`src/rtl/stack_datapath_if.sv`:
```
// Command/status bundle between the stack-machine control unit and the operand stack.
// master: drives command fields and err_clr, observes stack status and sticky flags.
// slave : the datapath; samples commands and drives top/depth/empty/full/flags.
interface stack_datapath_if #(
  parameter int WIDTH = 32,
  parameter int DEPTH = 16
);
  localparam int DW = $clog2(DEPTH + 1);

  logic             cmd_valid;
  logic             push;
  logic             pop;
  logic [3:0]       alu_op;
  logic [WIDTH-1:0] push_data;
  logic             err_clr;

  logic [WIDTH-1:0] top;
  logic [DW-1:0]    depth;
  logic             empty;
  logic             full;
  logic             overflow;
  logic             underflow;
  logic             illegal;

  modport master (
    output cmd_valid, push, pop, alu_op, push_data, err_clr,
    input  top, depth, empty, full, overflow, underflow, illegal
  );

  modport slave (
    input  cmd_valid, push, pop, alu_op, push_data, err_clr,
    output top, depth, empty, full, overflow, underflow, illegal
  );
endinterface

```
`src/rtl/stack_datapath.sv`:
```
// Operand stack + ALU executing push/pop/alu_op commands, one command per cycle.
// Latency: 1 cycle from command edge to top/depth; no backpressure, every valid command is accepted.
// Ports: clock, reset (async active-low), bus (slave modport: command in, status/sticky flags out).
module stack_datapath #(
  parameter int WIDTH = 32,
  parameter int DEPTH = 16
) (
  input  logic            clock,
  input  logic            reset,
  stack_datapath_if.slave bus
);
  localparam int DW = $clog2(DEPTH + 1);
  localparam int AW = $clog2(DEPTH);

  localparam logic [3:0] OP_NONE = 4'd0;
  localparam logic [3:0] OP_AND  = 4'd1;
  localparam logic [3:0] OP_OR   = 4'd2;
  localparam logic [3:0] OP_ADD  = 4'd3;
  localparam logic [3:0] OP_SUB  = 4'd4;
  localparam logic [3:0] OP_SLT  = 4'd5;
  localparam logic [3:0] OP_NOR  = 4'd6;

  logic [WIDTH-1:0] mem_q [DEPTH];
  logic [DW-1:0]    depth_q, depth_d;
  logic             ovf_q, ovf_d;
  logic             unf_q, unf_d;
  logic             ill_q, ill_d;

  logic [AW-1:0]    push_idx, tos_idx, nos_idx;
  logic [WIDTH-1:0] tos, nos, alu_res;
  logic [1:0]       n_act;
  logic             is_empty, is_full, op_act, op_undef, cmd_ill;
  logic             do_push, do_pop, do_alu, ovf_ev, unf_ev;

  always_comb begin
    // Indices wrap modulo DEPTH: when full, push_idx is 0 but is never used for a write.
    push_idx = depth_q[AW-1:0];
    tos_idx  = push_idx - AW'(1);
    nos_idx  = push_idx - AW'(2);
    tos      = mem_q[tos_idx];
    nos      = mem_q[nos_idx];

    is_empty = (depth_q == '0);
    is_full  = (depth_q == DW'(DEPTH));
    op_act   = (bus.alu_op != OP_NONE);
    op_undef = (bus.alu_op > OP_NOR);
    n_act    = {1'b0, bus.push} + {1'b0, bus.pop} + {1'b0, op_act};

    // Illegal commands are rejected before any capacity check.
    cmd_ill  = bus.cmd_valid && ((n_act > 2'd1) || op_undef);
    ovf_ev   = bus.cmd_valid && !cmd_ill && bus.push && is_full;
    unf_ev   = bus.cmd_valid && !cmd_ill &&
               ((bus.pop && is_empty) || (op_act && (depth_q < DW'(2))));

    do_push  = bus.cmd_valid && !cmd_ill && bus.push && !is_full;
    do_pop   = bus.cmd_valid && !cmd_ill && bus.pop && !is_empty;
    do_alu   = bus.cmd_valid && !cmd_ill && op_act && (depth_q >= DW'(2));

    alu_res = '0;
    case (bus.alu_op)
      OP_AND:  alu_res = nos & tos;
      OP_OR:   alu_res = nos | tos;
      OP_ADD:  alu_res = nos + tos;
      OP_SUB:  alu_res = nos - tos;
      OP_SLT:  alu_res = {{(WIDTH-1){1'b0}}, ($signed(nos) < $signed(tos))};
      OP_NOR:  alu_res = ~(nos | tos);
      default: alu_res = '0;
    endcase

    depth_d = depth_q;
    if (do_push) begin
      depth_d = depth_q + DW'(1);
    end else if (do_pop || do_alu) begin
      depth_d = depth_q - DW'(1);
    end

    // A new error in the same cycle as err_clr leaves the flag set.
    ovf_d = (ovf_q && !bus.err_clr) || ovf_ev;
    unf_d = (unf_q && !bus.err_clr) || unf_ev;
    ill_d = (ill_q && !bus.err_clr) || cmd_ill;
  end

  always_ff @(posedge clock or negedge reset) begin
    if (!reset) begin
      depth_q <= '0;
      ovf_q   <= 1'b0;
      unf_q   <= 1'b0;
      ill_q   <= 1'b0;
    end else begin
      depth_q <= depth_d;
      ovf_q   <= ovf_d;
      unf_q   <= unf_d;
      ill_q   <= ill_d;
    end
  end

  // Storage is not reset; depth alone defines which entries are valid.
  always_ff @(posedge clock) begin
    if (do_push) begin
      mem_q[push_idx] <= bus.push_data;
    end else if (do_alu) begin
      mem_q[nos_idx] <= alu_res;
    end
  end

  assign bus.top       = is_empty ? '0 : tos;
  assign bus.depth     = depth_q;
  assign bus.empty     = is_empty;
  assign bus.full      = is_full;
  assign bus.overflow  = ovf_q;
  assign bus.underflow = unf_q;
  assign bus.illegal   = ill_q;
endmodule

```
`src/flat_wrapper.sv`:
```
// flat-port wrapper written by rule: the top's interface ports become plain ports
module stack_datapath_flat 
#(
  parameter int WIDTH = 32,
  parameter int DEPTH = 16
)
  (clock, reset, bus_cmd_valid, bus_push, bus_pop, bus_alu_op, bus_push_data, bus_err_clr, bus_top, bus_depth, bus_empty, bus_full, bus_overflow, bus_underflow, bus_illegal);
  stack_datapath_if #(.WIDTH(WIDTH), .DEPTH(DEPTH)) bus_i ();
  input  logic clock;
  input  logic reset;
  input wire logic [$bits(bus_i.cmd_valid)-1:0] bus_cmd_valid;
  input wire logic [$bits(bus_i.push)-1:0] bus_push;
  input wire logic [$bits(bus_i.pop)-1:0] bus_pop;
  input wire logic [$bits(bus_i.alu_op)-1:0] bus_alu_op;
  input wire logic [$bits(bus_i.push_data)-1:0] bus_push_data;
  input wire logic [$bits(bus_i.err_clr)-1:0] bus_err_clr;
  output wire logic [$bits(bus_i.top)-1:0] bus_top;
  output wire logic [$bits(bus_i.depth)-1:0] bus_depth;
  output wire logic [$bits(bus_i.empty)-1:0] bus_empty;
  output wire logic [$bits(bus_i.full)-1:0] bus_full;
  output wire logic [$bits(bus_i.overflow)-1:0] bus_overflow;
  output wire logic [$bits(bus_i.underflow)-1:0] bus_underflow;
  output wire logic [$bits(bus_i.illegal)-1:0] bus_illegal;
  assign bus_i.cmd_valid = bus_cmd_valid;
  assign bus_i.push = bus_push;
  assign bus_i.pop = bus_pop;
  assign bus_i.alu_op = bus_alu_op;
  assign bus_i.push_data = bus_push_data;
  assign bus_i.err_clr = bus_err_clr;
  assign bus_top = bus_i.top;
  assign bus_depth = bus_i.depth;
  assign bus_empty = bus_i.empty;
  assign bus_full = bus_i.full;
  assign bus_overflow = bus_i.overflow;
  assign bus_underflow = bus_i.underflow;
  assign bus_illegal = bus_i.illegal;
  stack_datapath #(.WIDTH(WIDTH), .DEPTH(DEPTH)) u_core (.clock(clock), .reset(reset), .bus(bus_i));
endmodule
```
`config.mk`:
```
export PLATFORM = sky130hd
export DESIGN_NAME = stack_datapath_flat
export DESIGN_NICKNAME = d
export VERILOG_FILES = /design/src/rtl/stack_datapath_if.sv /design/src/rtl/stack_datapath.sv /design/src/flat_wrapper.sv
export SDC_FILE = /design/constraint.sdc
export NUM_CORES = 1
export LEC_CHECK = 0
export CORE_MARGIN = 2
export CORE_UTILIZATION = 32
export DETAILED_ROUTE_END_ITERATION = 16
export PLACE_DENSITY_LB_ADDON = 0.2
export REMOVE_ABC_BUFFERS = 1
export SYNTH_ARGS = -nofsm -noshare
export SYNTH_HDL_FRONTEND = slang
export SYNTH_SLANG_ARGS = --single-unit
```
`constraint.sdc`:
```
create_clock -name clock -period 8.9 [get_ports clock]
set_clock_uncertainty 0.05 [all_clocks]
set_input_delay 0.89 -clock clock [delete_from_list [all_inputs] [get_ports clock]]
set_output_delay 0.89 -clock clock [all_outputs]
set_load 0.1 [all_outputs]
```
==> results.rst <==
.. list-table::
   :header-rows: 1

   * - Metric
     - Value
   * - DRT iter0 DRCs
     - around 1700
   * - Core Footprint
     - a little over 90000 um2
   * - Total negative slack for setup checks
     - 0 ps
   * - Via count of the first global-routing pass
     - 19382
   * - Num ports
     - 84
   * - Relative slew margins
     - 5.700%
   * - Chip width
     - a little over 300 um
   * - Crit share post-route
     - 91.75%
   * - Remaining number of nets flagged by the antenna check after routing
     - 0
   * - Clk sinks
     - 520
   * - Met1 track utilization from global routing
     - approximately 28%
   * - Floorplan row count
     - approximately 110
   * - Number of stages on the worst hold path
     - 1
   * - Yosys synthesis warning count
     - 0
   * - Number of distinct standard cells referenced by the synthesized netlist
     - 87
   * - Highest clock frequency the design can meet
     - 0.1225 GHz
   * - CTS H-Tree Depth
     - 2
   * - Worst-Skew Late Latency
     - 630 ps
   * - Routing layer with the top usage in global route
     - met2
   * - Root buffer cell
     - clkbuf_16
   * - Total number of vias
     - 19497
   * - Category of the worst setup path capture point
     - flop
   * - Startpoint kind of the worst setup timing path
     - flop
   * - Synthesis-stage register bit count
     - 520
   * - Final standard cell count with taps included and fillers excluded
     - 3337
   * - Routed wirelength normalized by instance count
     - 28.28 um
   * - Area of the multi-input gates
     - 13090 um2
   * - Worst EP required
     - 9100 ps
   * - Most instantiated flip-flop cell in the synthesis netlist
     - edfxtp_1
   * - Met3 track demand over resource in global routing
     - under 10%
   * - Fraction of final layout cells with drive strength greater than 1
     - 22.55%
   * - Register area share after synthesis
     - 52.99%
   * - Shortest clock period the worst path allows after layout
     - 8166 ps
   * - CP Data Arrival Time
     - 8360 ps
   * - Max-capacitance violation count
     - 0
   * - Crit-path max FO
     - 37
   * - TritonCTS clock tree
     - done
   * - Initial core utilization
     - 32.17%
   * - Cell count after placement
     - 3236
   * - Async set or reset register ratio after synthesis
     - approximately 1.5%
   * - RSZ-0062 raised after global routing
     - no
   * - Register Area
     - 15580 um2
   * - Pin count of the biggest net entering global routing
     - 108
   * - Largest buffer count on any clock path
     - 3
   * - Number of inserted diodes
     - 0
   * - Net total in the final layout
     - 2257
   * - Wire length of the first global-routing pass
     - around 140000 um
   * - Outcome
     - complete, no violations
   * - Layout filler cell count
     - between 8000 and 9000
   * - Total count of max-transition violations in the final report
     - 0
   * - Post-Synthesis Cells
     - 2050
   * - Hold WS
     - 485.0 ps
   * - Total clock buffers created by CTS
     - 57
   * - Number of enable flip-flop cells after synthesis
     - 512
   * - Reg2Reg Depth
     - 19
   * - Avg Vias per Cell
     - approximately 5.8
   * - Syn Std Cell Area
     - between 20000 and 30000 um2
   * - Post-CTS repair timing setup buffer count
     - 0
   * - DP Wirelength
     - 59950 um
   * - Resized cells post-CTS
     - 0
   * - GRT Total Usage
     - 19.84%
   * - Detailed-route wire length
     - 94360 um
   * - GR Util met2
     - 33.07%
   * - Worst Max-Slew Pin Slew
     - ~1400 ps
   * - Syn avg cell area
     - approximately 14 um2
   * - Number of antenna violations at the first check in global routing
     - 0
   * - Total of buffers placed on input and output ports
     - between 80 and 90
   * - Placer Congestion
     - 0.9230
   * - Overflow left after global routing
     - 0
   * - Die span in y
     - 307.1 um
   * - Count of hold-fix buffers inserted at cts
     - 0
   * - Hold Crit Class
     - flop to flop
   * - Final hold violations
     - 0
   * - P&R area growth vs syn
     - 14.26%
   * - Clock slew at the register clock pins of the worst setup and hold paths
     - 60 ps
   * - Router iterations before antenna repair
     - 7
   * - Overall die area
     - 94300 um2
   * - Count of unresolved DRC violations after routing
     - 0
   * - Category of the critical setup timing path
     - flop to flop
   * - Finish-stage setup viols
     - 0
==> cell families after synthesis <==
family / Yosys count / share of synthesized area, %
muxes: 305 / 22.58
buffers and inverters: 237 / 3.286
adders and majority gates: 105 / 4.546
DFF: 520 / 52.99
AOI/OAI and AO/OA: 309 / 7.394
xor gates and xnor gates: 34 / 1.102
and+or+nand+nor: 540 / 8.109
==> cell usage after synthesis (11+ instances only) <==
cell | instances | area, um2
a31oi_1 | 27 | 168.9
inv_1 | 94 | 352.8
o21ai_0 | 61 | 305.3
ha_1 | 102 | 1276
nand2b_1 | 12 | 75.07
mux2i_1 | 17 | 170.2
xnor2_1 | 22 | 192.7
buf_1 | 43 | 161.4
nor2_1 | 154 | 578.1
a221oi_1 | 27 | 236.5
clkbuf_1 | 80 | 300.3
a21o_1 | 17 | 127.6
nand2_1 | 205 | 769.5
edfxtp_1 | 512 | 15370
a221o_1 | 11 | 110.1
or3_1 | 15 | 93.84
mux4_2 | 278 | 6261
o21bai_1 | 17 | 127.6
nand3_1 | 79 | 395.4
nor3_1 | 30 | 150.1
a21oi_1 | 69 | 345.3
==> sequential cells by signal (all words and copies together), names as in the netlist <==
signal and count:
u_core.bus.illegal 1, u_core.bus.overflow 1, u_core.bus.depth 5, u_core.mem_q 512, u_core.bus.underflow 1
==> final timing paths <==
path                                       endpoint  slack (ps)                start
min in group asynchronous       u_core.bus.depth[4]         510                reset
worst min register to register  u_core.bus.overflow         480  u_core.bus.overflow
worst max register to register  u_core.mem_q[2][20]         730  u_core.bus.depth[1]
max in group asynchronous       u_core.bus.depth[0]        7960                reset
worst max-delay path            u_core.mem_q[2][20]         730  u_core.bus.depth[1]
worst min-delay path            u_core.bus.overflow         480  u_core.bus.overflow
==> routing by layer <==
metal  vias to the layer above  part of all wire [%]
li1                       8250                     -
met1                     10318                    44
met2                       800                    48
met3                       129                   6.1
met4                         0                   1.9
met5                         -                     0
==> through the flow <==
stage	util [%]	setup WS (ps)	area, um2
3_3_place_gp	34.82	1062	31820
6_report	36.75	734.1	33580
4_1_cts	36.73	878.7	33560
5_1_grt	36.75	328.7	33580
3_5_place_dp	34.82	905.2	31820
2_1_floorplan	-	-10470	28790
==> final cells by class <==
type / count / area share [%]
Clock buffer: 71 / 4.530
Timing Repair Buffer: 141 / 3.919
Tap cell: 1186 / 4.418
Multi-Input combinational cell: 1293 / 38.98
Sequential cell: 520 / 46.40
Clock inverter: 29 / 0.6743
Inverter: 97 / 1.084
==> worst max-delay path: stages, from the launching register on <==
cell	delay (ps)
dfrtp_4	820
inv_1	430
ha_1	440
xor2_4	890
mux4_2	640
ha_1	260
inv_1	90
fa_1	220
o21bai_1	70
a21oi_1	210
o21ai_0	150
a2111oi_1	1190
o21ai_0	440
nand2_1	180
and3_1	210
o21ai_0	100
a21oi_1	200
xor2_1	180
a221oi_1	100
a31oi_1	860
==> placed cells by master, fill, tap and decap left out, types with 21 or more instances in the layout <==
master           count
edfxtp_1           512
mux4_2             278
nand2_1            205
nor2_1             138
ha_1               100
inv_1               94
clkdlybuf4s50_1     83
nand3_1             79
a21oi_1             69
o21ai_0             60
clkbuf_16           59
buf_4               54
nor3_1              27
a221oi_1            27
a31oi_1             25
xnor2_1             21
Power is left out: the tool's default activity adds up to more than one toggle a clock period on the data nets, which glitch-free logic cannot reach.
